<file path="src/rtl/regfile_write_arbiter.sv">
// regfile_write_arbiter: round-robin write port for the register bank, plus a one-register-per-cycle clear sweep.
module regfile_write_arbiter #(
  parameter int NUM_REGS = 16,
  parameter int DATA_W = 16,
  parameter int ADDR_W = 4
) (
  input  logic                clk_i,
  input  logic                rst_ni,
  input  logic [2:0]          req_i,
  input  logic [ADDR_W-1:0]   addr0_i,
  input  logic [ADDR_W-1:0]   addr1_i,
  input  logic [ADDR_W-1:0]   addr2_i,
  input  logic [DATA_W-1:0]   data0_i,
  input  logic [DATA_W-1:0]   data1_i,
  input  logic [DATA_W-1:0]   data2_i,
  input  logic                clear_start_i,
  output logic [2:0]          ack_o,
  output logic [NUM_REGS-1:0] reg_enable_o,
  output logic [DATA_W-1:0]   reg_wdata_o,
  output logic                busy_o,
  output logic                clear_done_o
);
  typedef enum logic [1:0] {IDLE, CLEAR, DONE} state_t;
  localparam logic [ADDR_W-1:0] LAST = ADDR_W'(NUM_REGS - 1);
  state_t state_q, state_d;
  logic [1:0] ptr_q, ptr_d, c1, c2, win;
  logic [ADDR_W-1:0] cnt_q, cnt_d, waddr;
  logic [2:0] ack_q, ack_d, elig;
  logic [NUM_REGS-1:0] en_q, en_d;
  logic [DATA_W-1:0] wdata_q, wdata_d, wdat;
  logic busy_q, busy_d, done_q, done_d;
  // A source acked this cycle sits out the next edge.
  always_comb begin
    elig = req_i & ~ack_q;
    c1 = (ptr_q == 2'd2) ? 2'd0 : ptr_q + 2'd1;
    c2 = (c1 == 2'd2) ? 2'd0 : c1 + 2'd1;
    win = elig[ptr_q] ? ptr_q : elig[c1] ? c1 : c2;
    waddr = (win == 2'd0) ? addr0_i : (win == 2'd1) ? addr1_i : addr2_i;
    wdat = (win == 2'd0) ? data0_i : (win == 2'd1) ? data1_i : data2_i;
  end
  always_comb begin
    state_d = state_q;
    ptr_d = ptr_q;
    cnt_d = cnt_q;
    ack_d = '0;
    en_d = '0;
    wdata_d = wdata_q;
    busy_d = 1'b0;
    done_d = 1'b0;
    if (state_q == CLEAR) begin
      busy_d = 1'b1;
      wdata_d = '0;
      if (cnt_q == LAST) begin
        state_d = DONE;
        done_d = 1'b1;
      end else begin
        cnt_d = cnt_q + ADDR_W'(1);
        en_d = NUM_REGS'(1) << cnt_d;
      end
    end else if (state_q == IDLE && clear_start_i) begin
      state_d = CLEAR;
      cnt_d = '0;
      en_d = NUM_REGS'(1);
      wdata_d = '0;
      busy_d = 1'b1;
    end else begin
      // The DONE cycle already arbitrates, so a held request is acked right after it.
      state_d = IDLE;
      if (|elig) begin
        ack_d = 3'b001 << win;
        en_d = ({1'b0, waddr} < (ADDR_W+1)'(NUM_REGS)) ? NUM_REGS'(1) << waddr : '0;
        wdata_d = wdat;
        ptr_d = (win == 2'd2) ? 2'd0 : win + 2'd1;
      end
    end
  end
  always_ff @(posedge clk_i) begin
    if (!rst_ni) begin
      state_q <= IDLE;
      ptr_q <= '0;
      cnt_q <= '0;
      ack_q <= '0;
      en_q <= '0;
      wdata_q <= '0;
      busy_q <= 1'b0;
      done_q <= 1'b0;
    end else begin
      state_q <= state_d;
      ptr_q <= ptr_d;
      cnt_q <= cnt_d;
      ack_q <= ack_d;
      en_q <= en_d;
      wdata_q <= wdata_d;
      busy_q <= busy_d;
      done_q <= done_d;
    end
  end
  assign ack_o = ack_q;
  assign reg_enable_o = en_q;
  assign reg_wdata_o = wdata_q;
  assign busy_o = busy_q;
  assign clear_done_o = done_q;
endmodule

</file>
<file path="config.mk">
export PLATFORM = sky130hd
export DESIGN_NAME = regfile_write_arbiter
export DESIGN_NICKNAME = d
export VERILOG_FILES = /design/src/rtl/regfile_write_arbiter.sv
export SDC_FILE = /design/constraint.sdc
export NUM_CORES = 1
export LEC_CHECK = 0
export ABC_AREA = 0
export BUFFER_PORTS_ARGS = -buffer_cell sky130_fd_sc_hd__buf_2
export CAP_MARGIN = 20
export CORE_UTILIZATION = 46
export CTS_CLUSTER_SIZE = 16
export DETAILED_ROUTE_END_ITERATION = 8
export GPL_ROUTABILITY_DRIVEN = 0
export PLACE_DENSITY = 0.8
export SLEW_MARGIN = 20
export SYNTH_ARGS = -nofsm -noshare
export SYNTH_HDL_FRONTEND = slang
export SYNTH_SLANG_ARGS = --single-unit
</file>
<file path="constraint.sdc">
create_clock -name clk_i -period 2.9 [get_ports clk_i]
set_input_delay 0.725 -clock clk_i [delete_from_list [all_inputs] [get_ports clk_i]]
set_output_delay 0.725 -clock clk_i [all_outputs]
set_load 0.01 [all_outputs]
</file>
# Word-level counts from Yosys, hierarchy flattened
# Index checks and enable logic that the tools add are counted.
classes:
  n_bitwise: 6
  add_sub_neg: 4
  muxes: 26
  reduce_logical: 10
  n_eq_ne: 8
  n_shift: 3
  order_cmp: 2
op_table:
  columns: ["op", "count"]
  rows:
  - ["$mux W16", 6]
  - ["$shl A1 B4 Y16 const A", 2]
  - ["$mux W4", 5]
  - ["$mux W2", 7]
  - ["$add A2 B1 Y2 const B", 3]
  - ["$eq A2 B2 Y1 const B", 3]
  - ["$lt A2 B3 Y1 const B", 2]
  - ["$mux W1", 6]
  - ["$reduce_or A3 Y1", 2]
  - ["$add A4 B1 Y4 const B", 1]
  - ["$bmux W1 S2", 2]
  - ["$eq A2 B1 Y1 const B", 2]
  - ["$eq A4 B4 Y1 const B", 1]
  - ["$logic_not A2 Y1", 2]
  - ["$not A1 Y1", 4]
  - ["$reduce_and A2 Y1", 2]
  - ["$reduce_or A4 Y1", 1]
  - ["$and A3 B3 Y3", 1]
  - ["$not A3 Y3", 1]
  - ["$reduce_and A3 Y1", 1]
  - ["$shl A1 B2 Y3 const A", 1]
  - ["$ne A2 B1 Y1 const B", 1]
  - ["$ne A2 B2 Y1 const B", 1]
  - ["$reduce_bool A2 Y1", 1]
  - ["$logic_and A1 B1 Y1", 1]
word_totals:
  output_inout_bits: 37
  reg_bits: 45
  inputBits: 66
  wordCells: 67

# Longest topological paths before layout
logic_depth:
  word_depth: 13
  mapped_depth: 8
  depth_no_buf: 7

# Worst setup path before layout
# No wires, ideal clock.
synth_timing:
  kind: "input to register"
  startpoint: "input port req_i[2]"
  endpoint: "register en_q[4] (netlist: reg_enable_o[4])"
  setup_ns: 0.118
  path_buffers: 1
  path_stages: 8
  path_slack_ns: 0.580
  required_ns: 2.782
  t_arrival_ns: 2.202
  path_cell_list: "nor2b_1 > nand2b_1 > a41o_1 > buf_6 > a222oi_1 > and2b_1 > a22oi_1 > nor2b_1"
synth_via:
  elab_chain_len: 12
  elab_cells_between_ends: 16
  classes_between: "eq/ne: 1; shift: 1; mux: 11; bitwise: 1; reduce/logical: 2"
synth_lines:
  columns: ["item", "line", "text"]
  rows:
  - ["start, declared", "9", "input logic [2:0] req_i,"]
  - ["$and A3 B3 Y3 *", "34", "elig = req_i & ~ack_q;"]
  - ["$bmux W1 S2", "37", "win = elig[ptr_q] ? ptr_q : elig[c1] ? c1 : c2;"]
  - ["$mux W1 (implied by the code)", "37", null]
  - ["$mux W2 (2 in series)", "37", null]
  - ["$eq A2 B1 Y1", "38", "waddr = (win == 2'd0) ? addr0_i : (win == 2'd1) ? addr1_i : addr2_i;"]
  - ["$mux W4 (2 in series)", "38", null]
  - ["$shl A1 B4 Y16", "71", "en_d = ({1'b0, waddr} < (ADDR_W+1)'(NUM_REGS)) ? NUM_REGS'(1) << waddr : '0;"]
  - ["$mux W16 *", "69", "if (|elig) begin"]
  - ["$mux W16 *", "60", "end else if (state_q == IDLE && clear_start_i) begin"]
  - ["$mux W16 *", "50", "if (state_q == CLEAR) begin"]
  - ["end signal, assigned", "92", "en_q <= en_d;"]
  - ["end, declared", "29", "logic [NUM_REGS-1:0] en_q, en_d;"]
# Mark *: on every way between the ends. The rest lies on a longest branch, timed or not. The select of a mux whose other input is x is not followed.
# A chain may end at the register's enable or synchronous reset.

# Worst setup path in the final report
layout_timing:
  startpoint: "input port req_i[2]"
  endpoint: "register en_q[3] (netlist: reg_enable_o[3])"
# Same word-level chain as after synthesis.

==> impl_metrics.json <==
{
  "outcome": "finished, violations left",
  "violations": "DRC",
  "drt_iter0_drc": 202,
  "cp_common_cell": "nor2b_1",
  "fin_crit_ns": 2.300,
  "viasPerCell": 5.663,
  "netlist_area_um2": 2196,
  "diodes": 0,
  "max_slew_margin_pct": 64.31,
  "dr.pass1.iters": 9,
  "ys_seq_elements": 45,
  "dpl.hpwl_mm": 4.353,
  "maxCapViolations": 0,
  "ant_nets": 0,
  "fp.coreArea_um2": 4474,
  "vdd_drop_max_mv": 0.3805,
  "cp.arrival_ns": 2.54,
  "slew_viol_final": 0,
  "cp-start-kind": "input pin",
  "path_class": "input pin to register",
  "grt_pass1_wl_mm": 9.701,
  "io_buffer_count": 102,
  "synth_edf_count": 0,
  "finalWirelength_mm": 5.942,
  "yosys-top-cells-area": "dfxtp_1 41%, a222oi_1 5.5%, nor2_1 5.1%, nor2b_1 4.8%, nand2_1 4.4%",
  "cp_cell_sequence": "buf_2 > nor2b_1 > nand2b_1 > a41o_1 > a222oi_1 > nor2b_1 > a32oi_1 > nor2b_1",
  "critPathMaxStageDelay_ns": 0.50,
  "synth_area_leader_cell": "dfxtp_1",
  "drcViolationCount": 1,
  "fmax_ghz": 0.4348,
  "gr-total-overflow": 0,
  "cp_max_fo": 8,
  "grt_pass1_vias": 2234,
  "die_y_um": 71.09,
  "antenna_found_initial": 0,
  "power.leakage_nw": 1.329,
  "yosysUniqueCellTypes": 48,
  "clock_latency_ns": 0.30,
  "synth_most_common_cell": "dfxtp_1",
  "period_share_pct": 79.31,
  "grt_use_total_pct": 24.26,
  "synth_common_cells": "45 x dfxtp_1, 30 x nor2_1, 26 x nand2_1, 19 x a21oi_1, 17 x nor2b_1",
  "cts_tree": "yes",
  "rows": 24,
  "start_util_pct": 49.08,
  "cts_max_path_buffers": 2,
  "wire_per_inst_um": 14.42,
  "finalNetCount": 432,
  "finalHoldViolCount": 0,
  "synth_nets": 330,
  "die_x_um": 71.09,
  "die_area_um2": 5054,
  "rsz0062_at_grt": "no",
  "cts_resized": 0,
  "drive_gt1_share_pct": 33.33,
  "grt_max_degree": 29,
  "cts-hold-fix-buffers": 0,
  "cts_setup_buffers": 0,
  "crit_required_ns": 3.14,
  "power.density_nw_per_um2": 485.3,
  "finalSetupTns_ns": 0,
  "dr_total_vias": 2333,
  "area_growth_pct": 29.74,
  "pin_count": 103,
  "worstMarginPinSlew_ns": 0.5353,
  "dp_slack_ns": 0.3428,
  "min_path_type": "register to register",
  "ys_seq_area_share_pct": 41.03,
  "postSynthCellCount": 258,
  "cts.sinks": 45,
  "yosys_most_used_dff": "dfxtp_1",
  "final.setup_skew_ns": 0.006719,
  "avgSynthCellArea_um2": 8.511,
  "cts_max_level": 2,
  "yosysTopAreaCellShare_pct": 41.03,
  "cts_buffers": 5,
  "async_flop_share_pct": 0,
  "fin_ws_ns": 0.5999,
  "end_kind": "register",
  "finalSetupViolations": 0,
  "cts_root_buf": "clkbuf_8",
  "slowest_stage": "a222oi_1",
  "clk_pin_slew_worst_paths_ns": 0.08,
  "ys_warn_count": 0
}
## layer usage
metal / track usage, % / vias up / part of all wire (%)
li1: - / 1153 / -
met1: 27.34 / 1073 / 41
met2: 42.74 / 93 / 50
met3: 6.553 / 14 / 6.2
met4: 11.11 / 0 / 2.4
met5: 0 / - / 0
## critical path: cells and delay by family
kind,cells,cell delay [ns]
buffers and inverters,1,0.10
AOI/OAI and AO/OA,3,0.93
and+or+nand+nor,4,0.79
## cell usage in the layout, fill, tap and decap left out, types with 5 or more instances in the layout
cell type,n
clkbuf_8,6
nor2_1,30
ha_1,6
buf_2,102
o21ai_0,11
dfxtp_1,45
inv_1,7
a21oi_1,19
a32oi_1,5
nand2_1,26
buf_4,7
a22oi_1,5
nand3_1,8
a311oi_1,6
nor2b_1,17
a222oi_1,12
## area by class of cell
class	instances	area (µm²)
fill	396	1625
sequential	45	900.9
multi-input combinational	191	1204
timing repair buffer	109	563.0
tap	52	65.06
inverter	8	30.03
clock buffer	7	86.33
## kinds of logic (layout without fill, tap and decap cells)
| kind of cell | Yosys count | count (layout) | share of synthesized area, % |
|---|---|---|---|
| simple gates | 103 | 103 | 23.19 |
| compound gates | 80 | 80 | 27.41 |
| flops | 45 | 45 | 41.03 |
| buf+inv | 22 | 124 | 4.159 |
| fa+ha+maj | 6 | 6 | 3.419 |
| xor+xnor | 2 | 2 | 0.7979 |
## path summary, 6_finish.rpt
| check | endpoint | slack (ns) | depth (start not counted) | startpoint |
|---|---|---|---|---|
| worst max-delay path | reg_enable_o[3] | 0.60 | 8 | req_i[2] |
| worst min-delay path | reg_wdata_o[5] | 0.49 | 2 | reg_wdata_o[5] |
| worst max register to register | reg_enable_o[3] | 0.76 | 7 | ack_o[0] |
| worst min register to register | reg_wdata_o[5] | 0.49 | 2 | reg_wdata_o[5] |
## registers in the layout, indices dropped and copies added, names as in the netlist
name,count
ack_o,3
busy_o,1
clear_done_o,1
cnt_q,4
ptr_q,2
reg_enable_o,16
reg_wdata_o,16
state_q,2
## where the power goes
part / switching, mW / total (mW) / internal (mW)
Clock: 0.204 / 0.394 / 0.189
Sequential: 0.0137 / 0.658 / 0.644
Combinational: 0.188 / 0.331 / 0.143
## metrics by stage
| stage | utilization (%) | cells | area (µm²) | hold slack, ns | power (mW) |
|---|---|---|---|---|---|
| after global placement | 61.75 | 405 | 2763 | 0.4669 | 0.9940 |
| after CTS | 63.67 | 412 | 2849 | 0.4938 | 1.385 |
| after floorplan | - | 258 | 2196 | 0.4515 | 0.8824 |
| after detailed placement | 61.75 | 405 | 2763 | 0.4757 | 0.9988 |
| after global routing | 63.67 | 412 | 2849 | 0.5220 | 1.448 |
| final | 63.67 | 412 | 2849 | 0.4850 | 1.382 |
Power figures use the tool's default switching activity.
